===== src/rtl/e_reg_pkg.sv =====
`default_nettype none
// +------------------------------------------------------------------+
// | e_reg_pkg : shared opcode definitions and NOP field values       |
// | Rev 1.0                                                          |
// +------------------------------------------------------------------+
package e_reg_pkg;

  localparam logic [5:0] IROP  = 6'h00;
  localparam logic [5:0] IJ    = 6'h02;
  localparam logic [5:0] IADDI = 6'h08;
  localparam logic [5:0] IANDI = 6'h0C;
  localparam logic [5:0] IORI  = 6'h0D;
  localparam logic [5:0] ILW   = 6'h23;
  localparam logic [5:0] ISW   = 6'h2B;

  // A bubble is an R-type with func 0 writing r0, marked invalid.
  localparam logic [5:0] c_nopOp    = IROP;
  localparam logic [5:0] c_nopFunc  = 6'h00;
  localparam logic [4:0] c_nopDst   = 5'd0;
  localparam logic       c_nopValid = 1'b0;

  function automatic logic isLoad(input logic [5:0] op);
    return op == ILW;
  endfunction

endpackage
`default_nettype wire


===== src/rtl/e_reg_load_use_det.sv =====
`default_nettype none
// +------------------------------------------------------------------+
// | load_use_det : flags a decode source that needs a load in E      |
// | Rev 1.0                                                          |
// +------------------------------------------------------------------+
module load_use_det
  import e_reg_pkg::*;
(
  input  logic [5:0] E_op,
  input  logic [4:0] E_dstE,
  input  logic       E_valid,
  input  logic [4:0] D_srcA,
  input  logic [4:0] D_srcB,
  input  logic       D_valid,
  output logic       d_stall
);

  logic w_srcMatch;

  assign w_srcMatch = (E_dstE == D_srcA) || (E_dstE == D_srcB);
  // r0 is never a real dependency, so a load into r0 does not stall.
  assign d_stall = E_valid && isLoad(E_op) && (E_dstE != 5'd0) &&
                   D_valid && w_srcMatch;

endmodule
`default_nettype wire


===== src/rtl/e_reg.sv =====
`default_nettype none
// +------------------------------------------------------------------+
// | e_reg : decode-to-execute pipeline register with load-use bubble |
// | Rev 1.0                                                          |
// +------------------------------------------------------------------+
module e_reg
  import e_reg_pkg::*;
#(
  parameter int W_DATA = 32,
  parameter int W_CNT  = 16
) (
  input  logic              clk,
  input  logic              rst_n,
  input  logic [5:0]        D_op,
  input  logic [5:0]        D_func,
  input  logic [W_DATA-1:0] D_valA,
  input  logic [W_DATA-1:0] D_valB,
  input  logic [W_DATA-1:0] D_valC,
  input  logic [4:0]        D_srcA,
  input  logic [4:0]        D_srcB,
  input  logic [4:0]        D_dstE,
  input  logic              D_valid,
  input  logic              E_stall,
  input  logic              E_bubble,
  output logic [5:0]        E_op,
  output logic [5:0]        E_func,
  output logic [W_DATA-1:0] E_valA,
  output logic [W_DATA-1:0] E_valB,
  output logic [W_DATA-1:0] E_valC,
  output logic [4:0]        E_dstE,
  output logic              E_valid,
  output logic              d_stall,
  output logic [W_CNT-1:0]  bubble_cnt
);

  logic [5:0]        r_op;
  logic [5:0]        r_func;
  logic [W_DATA-1:0] r_valA;
  logic [W_DATA-1:0] r_valB;
  logic [W_DATA-1:0] r_valC;
  logic [4:0]        r_dstE;
  logic              r_valid;
  logic [W_CNT-1:0]  r_bubbleCnt;
  logic              w_dStall;

  load_use_det u_loadUseDet (
    .E_op    (r_op),
    .E_dstE  (r_dstE),
    .E_valid (r_valid),
    .D_srcA  (D_srcA),
    .D_srcB  (D_srcB),
    .D_valid (D_valid),
    .d_stall (w_dStall)
  );

  always_ff @(posedge clk or negedge rst_n) begin
    if (!rst_n) begin
      r_op        <= c_nopOp;
      r_func      <= c_nopFunc;
      r_valA      <= '0;
      r_valB      <= '0;
      r_valC      <= '0;
      r_dstE      <= c_nopDst;
      r_valid     <= c_nopValid;
      r_bubbleCnt <= '0;
    end else if (!E_stall) begin
      if (E_bubble || w_dStall) begin
        r_op    <= c_nopOp;
        r_func  <= c_nopFunc;
        r_valA  <= '0;
        r_valB  <= '0;
        r_valC  <= '0;
        r_dstE  <= c_nopDst;
        r_valid <= c_nopValid;
        if (r_bubbleCnt != '1) r_bubbleCnt <= r_bubbleCnt + W_CNT'(1);
      end else begin
        r_op    <= D_op;
        r_func  <= D_func;
        r_valA  <= D_valA;
        r_valB  <= D_valB;
        r_valC  <= D_valC;
        // An empty decode slot must never claim a destination register.
        r_dstE  <= D_valid ? D_dstE : 5'd0;
        r_valid <= D_valid;
      end
    end
  end

  assign E_op       = r_op;
  assign E_func     = r_func;
  assign E_valA     = r_valA;
  assign E_valB     = r_valB;
  assign E_valC     = r_valC;
  assign E_dstE     = r_dstE;
  assign E_valid    = r_valid;
  assign d_stall    = w_dStall;
  assign bubble_cnt = r_bubbleCnt;

endmodule
`default_nettype wire

===== config.mk =====
export PLATFORM = sky130hd
export DESIGN_NAME = e_reg
export DESIGN_NICKNAME = d
export VERILOG_FILES = /design/src/rtl/e_reg_pkg.sv /design/src/rtl/e_reg_load_use_det.sv /design/src/rtl/e_reg.sv
export SDC_FILE = /design/constraint.sdc
export NUM_CORES = 1
export LEC_CHECK = 0
export BUFFER_PORTS_ARGS = -buffer_cell sky130_fd_sc_hd__buf_4
export CORE_ASPECT_RATIO = 0.75
export CORE_UTILIZATION = 37
export CTS_BUF_LIST = sky130_fd_sc_hd__clkbuf_16
export DETAILED_ROUTE_END_ITERATION = 10
export GPL_TIMING_DRIVEN = 0
export PLACE_DENSITY_LB_ADDON = 0.15
export SYNTH_ARGS = -nofsm -noshare
export SYNTH_HDL_FRONTEND = slang
export SYNTH_HIERARCHICAL = 1
export SYNTH_SLANG_ARGS = --single-unit

===== constraint.sdc =====
create_clock -name clk -period 3.6 [get_ports clk]
set_input_delay 0.72 -clock clk [delete_from_list [all_inputs] [get_ports clk]]
set_output_delay 0.72 -clock clk [all_outputs]
set_load 0.01 [all_outputs]

; ---- Word level (Yosys, flattened, before mapping)
; Index checks and enable logic that the tools add are counted.
; Widths: inputs -> output; s select.
[classes]
add_sub_neg = 1
muxes = 8
eq_ne = 4
bitwise = 1
reduce_logical = 8
[ops]
columns = cell, count
row1 = $mux 32, 3
row2 = $add 16x1->16 const B, 1
row3 = $ne 16x16->1 const B, 1
row4 = $mux 6, 2
row5 = $eq 5x5->1, 2
row6 = $mux 5, 2
row7 = $eq 6x6->1 const B, 1
row8 = $reduce_bool 5->1, 1
row9 = $logic_and 1x1->1, 4
row10 = $reduce_and 3->1, 1
row11 = $logic_or 1x1->1, 2
row12 = $mux 1, 1
row13 = $not 1->1, 1
[totals]
reg_bits = 130
word_cells = 30
out_inout_bits = 131
input_bits = 128

; ---- Longest topological paths before layout
[depth]
ltp_word = 7
ltp_mapped = 8
mapped_depth_nobuf = 8

; ---- Modules after synthesis
; The synthesis kept the hierarchy.
[modules_own_cells]
columns = module, area_each_um2, instances, seq_area_each_um2, cells_each
row1 = e_reg, 4817.1, 1, 3253.1, 325
row2 = load_use_det, 143.9, 1, 0.0, 20

; ---- Worst setup path after synthesis
; OpenSTA, ideal clock, no wires.
[synth_path]
path_type = in2reg
start = input port D_srcA[3]
end = register r_bubbleCnt[14], in the netlist bubble_cnt[14]
stages = 8
arrival_ns = 2.318
path_buffers = 0
t_required_ns = 3.475
path_slack_ns = 1.157
setup_ns = 0.125
path_cell_list = xor2_1 nor3_1 nand3_1 a21oi_1 o21bai_4 nor3_4 nand3_1 mux2_4
[synth_between]
elab_chain_len = 5
[synth_rtl]
columns = item, line_no
row1 = start: declaration, e_reg.sv:19  ; input logic [4:0] D_srcA,
row2 = $eq 5x5->1, e_reg_load_use_det.sv:20  ; assign w_srcMatch = (E_dstE == D_srcA) || (E_dstE == D_srcB);
row3 = $logic_or 1x1->1, e_reg_load_use_det.sv:20
row4 = $logic_and 1x1->1, e_reg_load_use_det.sv:23  ; D_valid && w_srcMatch;
row5 = net d_stall, e_reg.sv:32  ; output logic d_stall,
row6 = $logic_or 1x1->1, e_reg.sv:67  ; if (E_bubble || w_dStall) begin
row7 = $reduce_and 3->1 (no line), -
row8 = end signal: assignment, e_reg.sv:75  ; if (r_bubbleCnt != '1) r_bubbleCnt <= r_bubbleCnt + W_CNT'(1);
row9 = end: declaration, e_reg.sv:43  ; logic [W_CNT-1:0] r_bubbleCnt;
; The timed path passes the listed nets, and every way through them passes these cells.
; A chain may end at the register's enable or synchronous reset.

; ---- Worst setup path in the final report
[layout_path]
start = register r_dstE[3], in the netlist E_dstE[3]
end = output port d_stall
[layout_between]
elab_chain_len = 4
elab_cells_between_ends = 7
classes_between = eq/ne: 2 / reduce/logical: 5
[layout_rtl]
columns = item, line_no
row1 = start: declaration, e_reg.sv:41  ; logic [4:0] r_dstE;
row2 = start signal: assignment, e_reg.sv:63  ; r_dstE <= c_nopDst;
row3 = start signal: assignment, e_reg.sv:73  ; r_dstE <= c_nopDst;
row4 = start signal: assignment, e_reg.sv:83  ; r_dstE <= D_valid ? D_dstE : 5'd0;
row5 = $reduce_bool 5->1, e_reg_load_use_det.sv:22  ; assign d_stall = E_valid && isLoad(E_op) && (E_dstE != 5'd0) &&
row6 = $logic_and 1x1->1 (2 in series), e_reg_load_use_det.sv:22
row7 = $logic_and 1x1->1 *, e_reg_load_use_det.sv:23
row8 = end: declaration, e_reg.sv:32
; Every way passes the cells marked *; elsewhere a longest branch is shown, timed or not.

==> results by group <==
Status
  • Status: finished, final reports clean

Timing
  • Fin crit period: a little under 3000 ps
  • Headroom to the max-slew limit: 0.610
  • Clk_skew: 6.17 ps
  • RSZ-0062 raised after global routing: false
  • Final setup violation count: 0
  • Fin Hold WS: roughly 270 ps
  • Slew Viols, Final: 0
  • Tcrit/Tclk final: 0.804
  • Worst-Margin Slew: ~600 ps
  • Final hold vios: 0
  • Max Fclk: approximately 0.35 GHz
  • Setup_tns: 0 ps

Detailed routing
  • Antenna Nets Post-Route: 0
  • Drt initial violations: 113
  • First-pass DRT Iterations: 4
  • Avg Vias per Cell: 5.00
  • Vias: 4028
  • Routed wire per std cell: 17.7 µm
  • Drc violations: 0
  • WL final: 14300 µm

Final layout
  • Area grow syn2layout: 56.2%
  • Finished Core Util: 0.595
  • Fin cells: 806
  • Commonest non-fill, non-tap cell in the layout: buf_4
  • Commonest non-fill, non-tap cells in the layout: buf_4 (256), dfrtp_1 (130), a22o_1 (109)
  • Nets: 751
  • Register Area: 0.00325 mm²
  • Layout cell share with drive strength beyond 1: 0.490
  • Multi-input logic area: around 0.0016 mm²
  • Layout fillers: 1080
  • Antenna Cells: 0

Synth
  • Yosys cell types: 36
  • Post-synth ARST share: 1.00
  • Synth Warn #: 6
  • Top FF cell, synth: dfrtp_1
  • Synthesized flop and latch total: 130
  • Syn_nets: about 470
  • EDFF count, synth: 0
  • Syn_area_per_cell: 14.4 µm²
  • Post-synthesis sequential area ratio: 0.656
  • Cells after synthesis: approximately 350
  • Cell Area, Synth: a little under 0.005 mm²

Power
  • Power Dens Cells: 538 mW/mm²
  • Peak supply drop: 0.000322 V
  • Power Total: 4.17 mW
  • LEAKAGE: around 4.0 nW

Global route
  • Total GRT Usage: 0.213
  • First-pass GRT wire length: approximately 22000 µm
  • Largest net degree at the start of global routing: 71
  • Initial antenna violation count: 0
  • Vias in the first global route: 4102
  • Overflow after GRT: 0

Setup path
  • Slowest cell on the critical path: dfrtp_1
  • Critical Path End Type: output port
  • CP Buf/Inv Count: 1
  • Worst-path cell chain: xor2_1, nor3_1, nand3_1, a21oi_1, buf_4
  • CP Data Arrival Time: 2170 ps
  • Worst EP required: 2880 ps
  • Crit path max fanout: 5
  • Delay-heaviest family, CP: simple AND/OR/NAND/NOR gates
  • CP max stage delay: approximately 450 ps
  • CP Class: reg2out
  • Critical Path Start Type: register

Clocking
  • Clk Latency, worst-skew pair: approximately 420 ps
  • Root buf cell: clkbuf_16
  • Htree depth: 4
  • Hold-fix buffers, CTS: 0
  • CTS sink cnt: 130
  • PostCTS Resize Cnt: 0
  • CTS buffer count: 17
  • Setup bufs post-CTS: 0
  • CTS Buffer Depth: 2
  • CTS tree: yes
  • Clock transition at path regs: 60 ps

Min path
  • Worst hold path class: in2async

Place
  • IO Port Bufs: 257
  • Dpl hpwl: 10400 µm
  • Routability cong.: 0.803
  • Inst Count DP: just under 800

Floorplan
  • Starting Density: 0.381
  • Die Span Y: 102 µm
  • # IOs: 259
  • Die Area: 0.0139 mm²
  • Die width: roughly 140 µm
  • Core area: between 0.01 and 0.015 mm²
  • FP Rows: 36

Job
  • Number of max-cap violations: 0
## flip-flops by register name (all words and copies together), names as in the netlist
name and flops:
E_valA 32, E_valB 32, E_valC 32, bubble_cnt 16, E_func 6, E_op 6, E_dstE 5, E_valid 1
## cells by family after synthesis
| kind of cell | synth area share |
|---|---|
| xor gates and xnor gates | 0.0371 |
| adders and majority gates | 0.00252 |
| buffers and inverters | 0.0242 |
| muxes | 0.00605 |
| AOI/OAI and AO/OA | 0.216 |
| and+or+nand+nor | 0.0583 |
| DFF | 0.656 |
## path summary, 6_finish.rpt
path | startpoint | to | slack, ps | cells past startpoint
setup / recovery | E_dstE[3]$_DFFE_PN0N_ | d_stall | 710 | 5
hold / removal | rst_n | E_valC[7]$_DFFE_PN0N_ | 270 | 1
setup reg to reg | E_dstE[1]$_DFFE_PN0N_ | E_valB[13]$_DFFE_PN0N_ | 1010 | 7
hold reg to reg | bubble_cnt[11]$_DFFE_PN0P_ | bubble_cnt[11]$_DFFE_PN0P_ | 510 | 1
max in group asynchronous | rst_n | E_valB[28]$_DFFE_PN0N_ | 2590 | 2
min in group clk | bubble_cnt[11]$_DFFE_PN0P_ | bubble_cnt[11]$_DFFE_PN0P_ | 510 | 1
## power by group
part | internal, mW | switching (mW) | leakage (nW) | total (mW)
clock | 1.15 | 0.648 | 0.298 | 1.80
combinational | 0.374 | 0.286 | 2.02 | 0.660
sequential | 1.59 | 0.120 | 1.70 | 1.71
## routing by layer
layer,share of wire,global-route usage,vias up
met3,0.075,0.0655,18
met1,0.43,0.271,1975
met4,0.015,0.0959,0
met2,0.48,0.335,150
li1,-,-,1885
met5,0,0,-
## layout make-up
class,instances,share of cell area
Clock inverter,15,0.0244
Timing Repair Buffer,258,0.253
Tap cell,171,0.0276
Multi-Input combinational cell,188,0.205
Sequential cell,130,0.420
Buffer,26,0.0150
Clock buffer,17,0.0549
Inverter,1,0.000484
## worst register-to-register path, stage by stage, from the launching register on
cell and delay (ps):
dfrtp_1 440, or4_1 590, o21ai_1 150, a21oi_1 120, nor3_2 440, buf_2 320
buf_2 280, a22o_1 170
## synth_stat cells (3+ instances only)
| cell type | number | area, µm² |
|---|---|---|
| a21oi_1 | 4 | 20.0 |
| nand3_1 | 11 | 55.1 |
| dfrtp_1 | 130 | 3250 |
| xor2_1 | 7 | 61.3 |
| a22o_1 | 109 | 955 |
| a31oi_1 | 3 | 18.8 |
| clkbuf_1 | 16 | 60.1 |
| nand2_1 | 4 | 15.0 |
| xnor2_1 | 14 | 123 |
| a32o_1 | 5 | 50.1 |
| buf_2 | 9 | 45.0 |
## stage by stage
step	setup WS, ps	cell area [µm²]
6_report	707	7750
2_1_floorplan	1160	4960
3_3_place_gp	725	7100
3_5_place_dp	699	7140
5_1_grt	587	7750
4_1_cts	639	7750
Power figures use the tool's default switching activity.
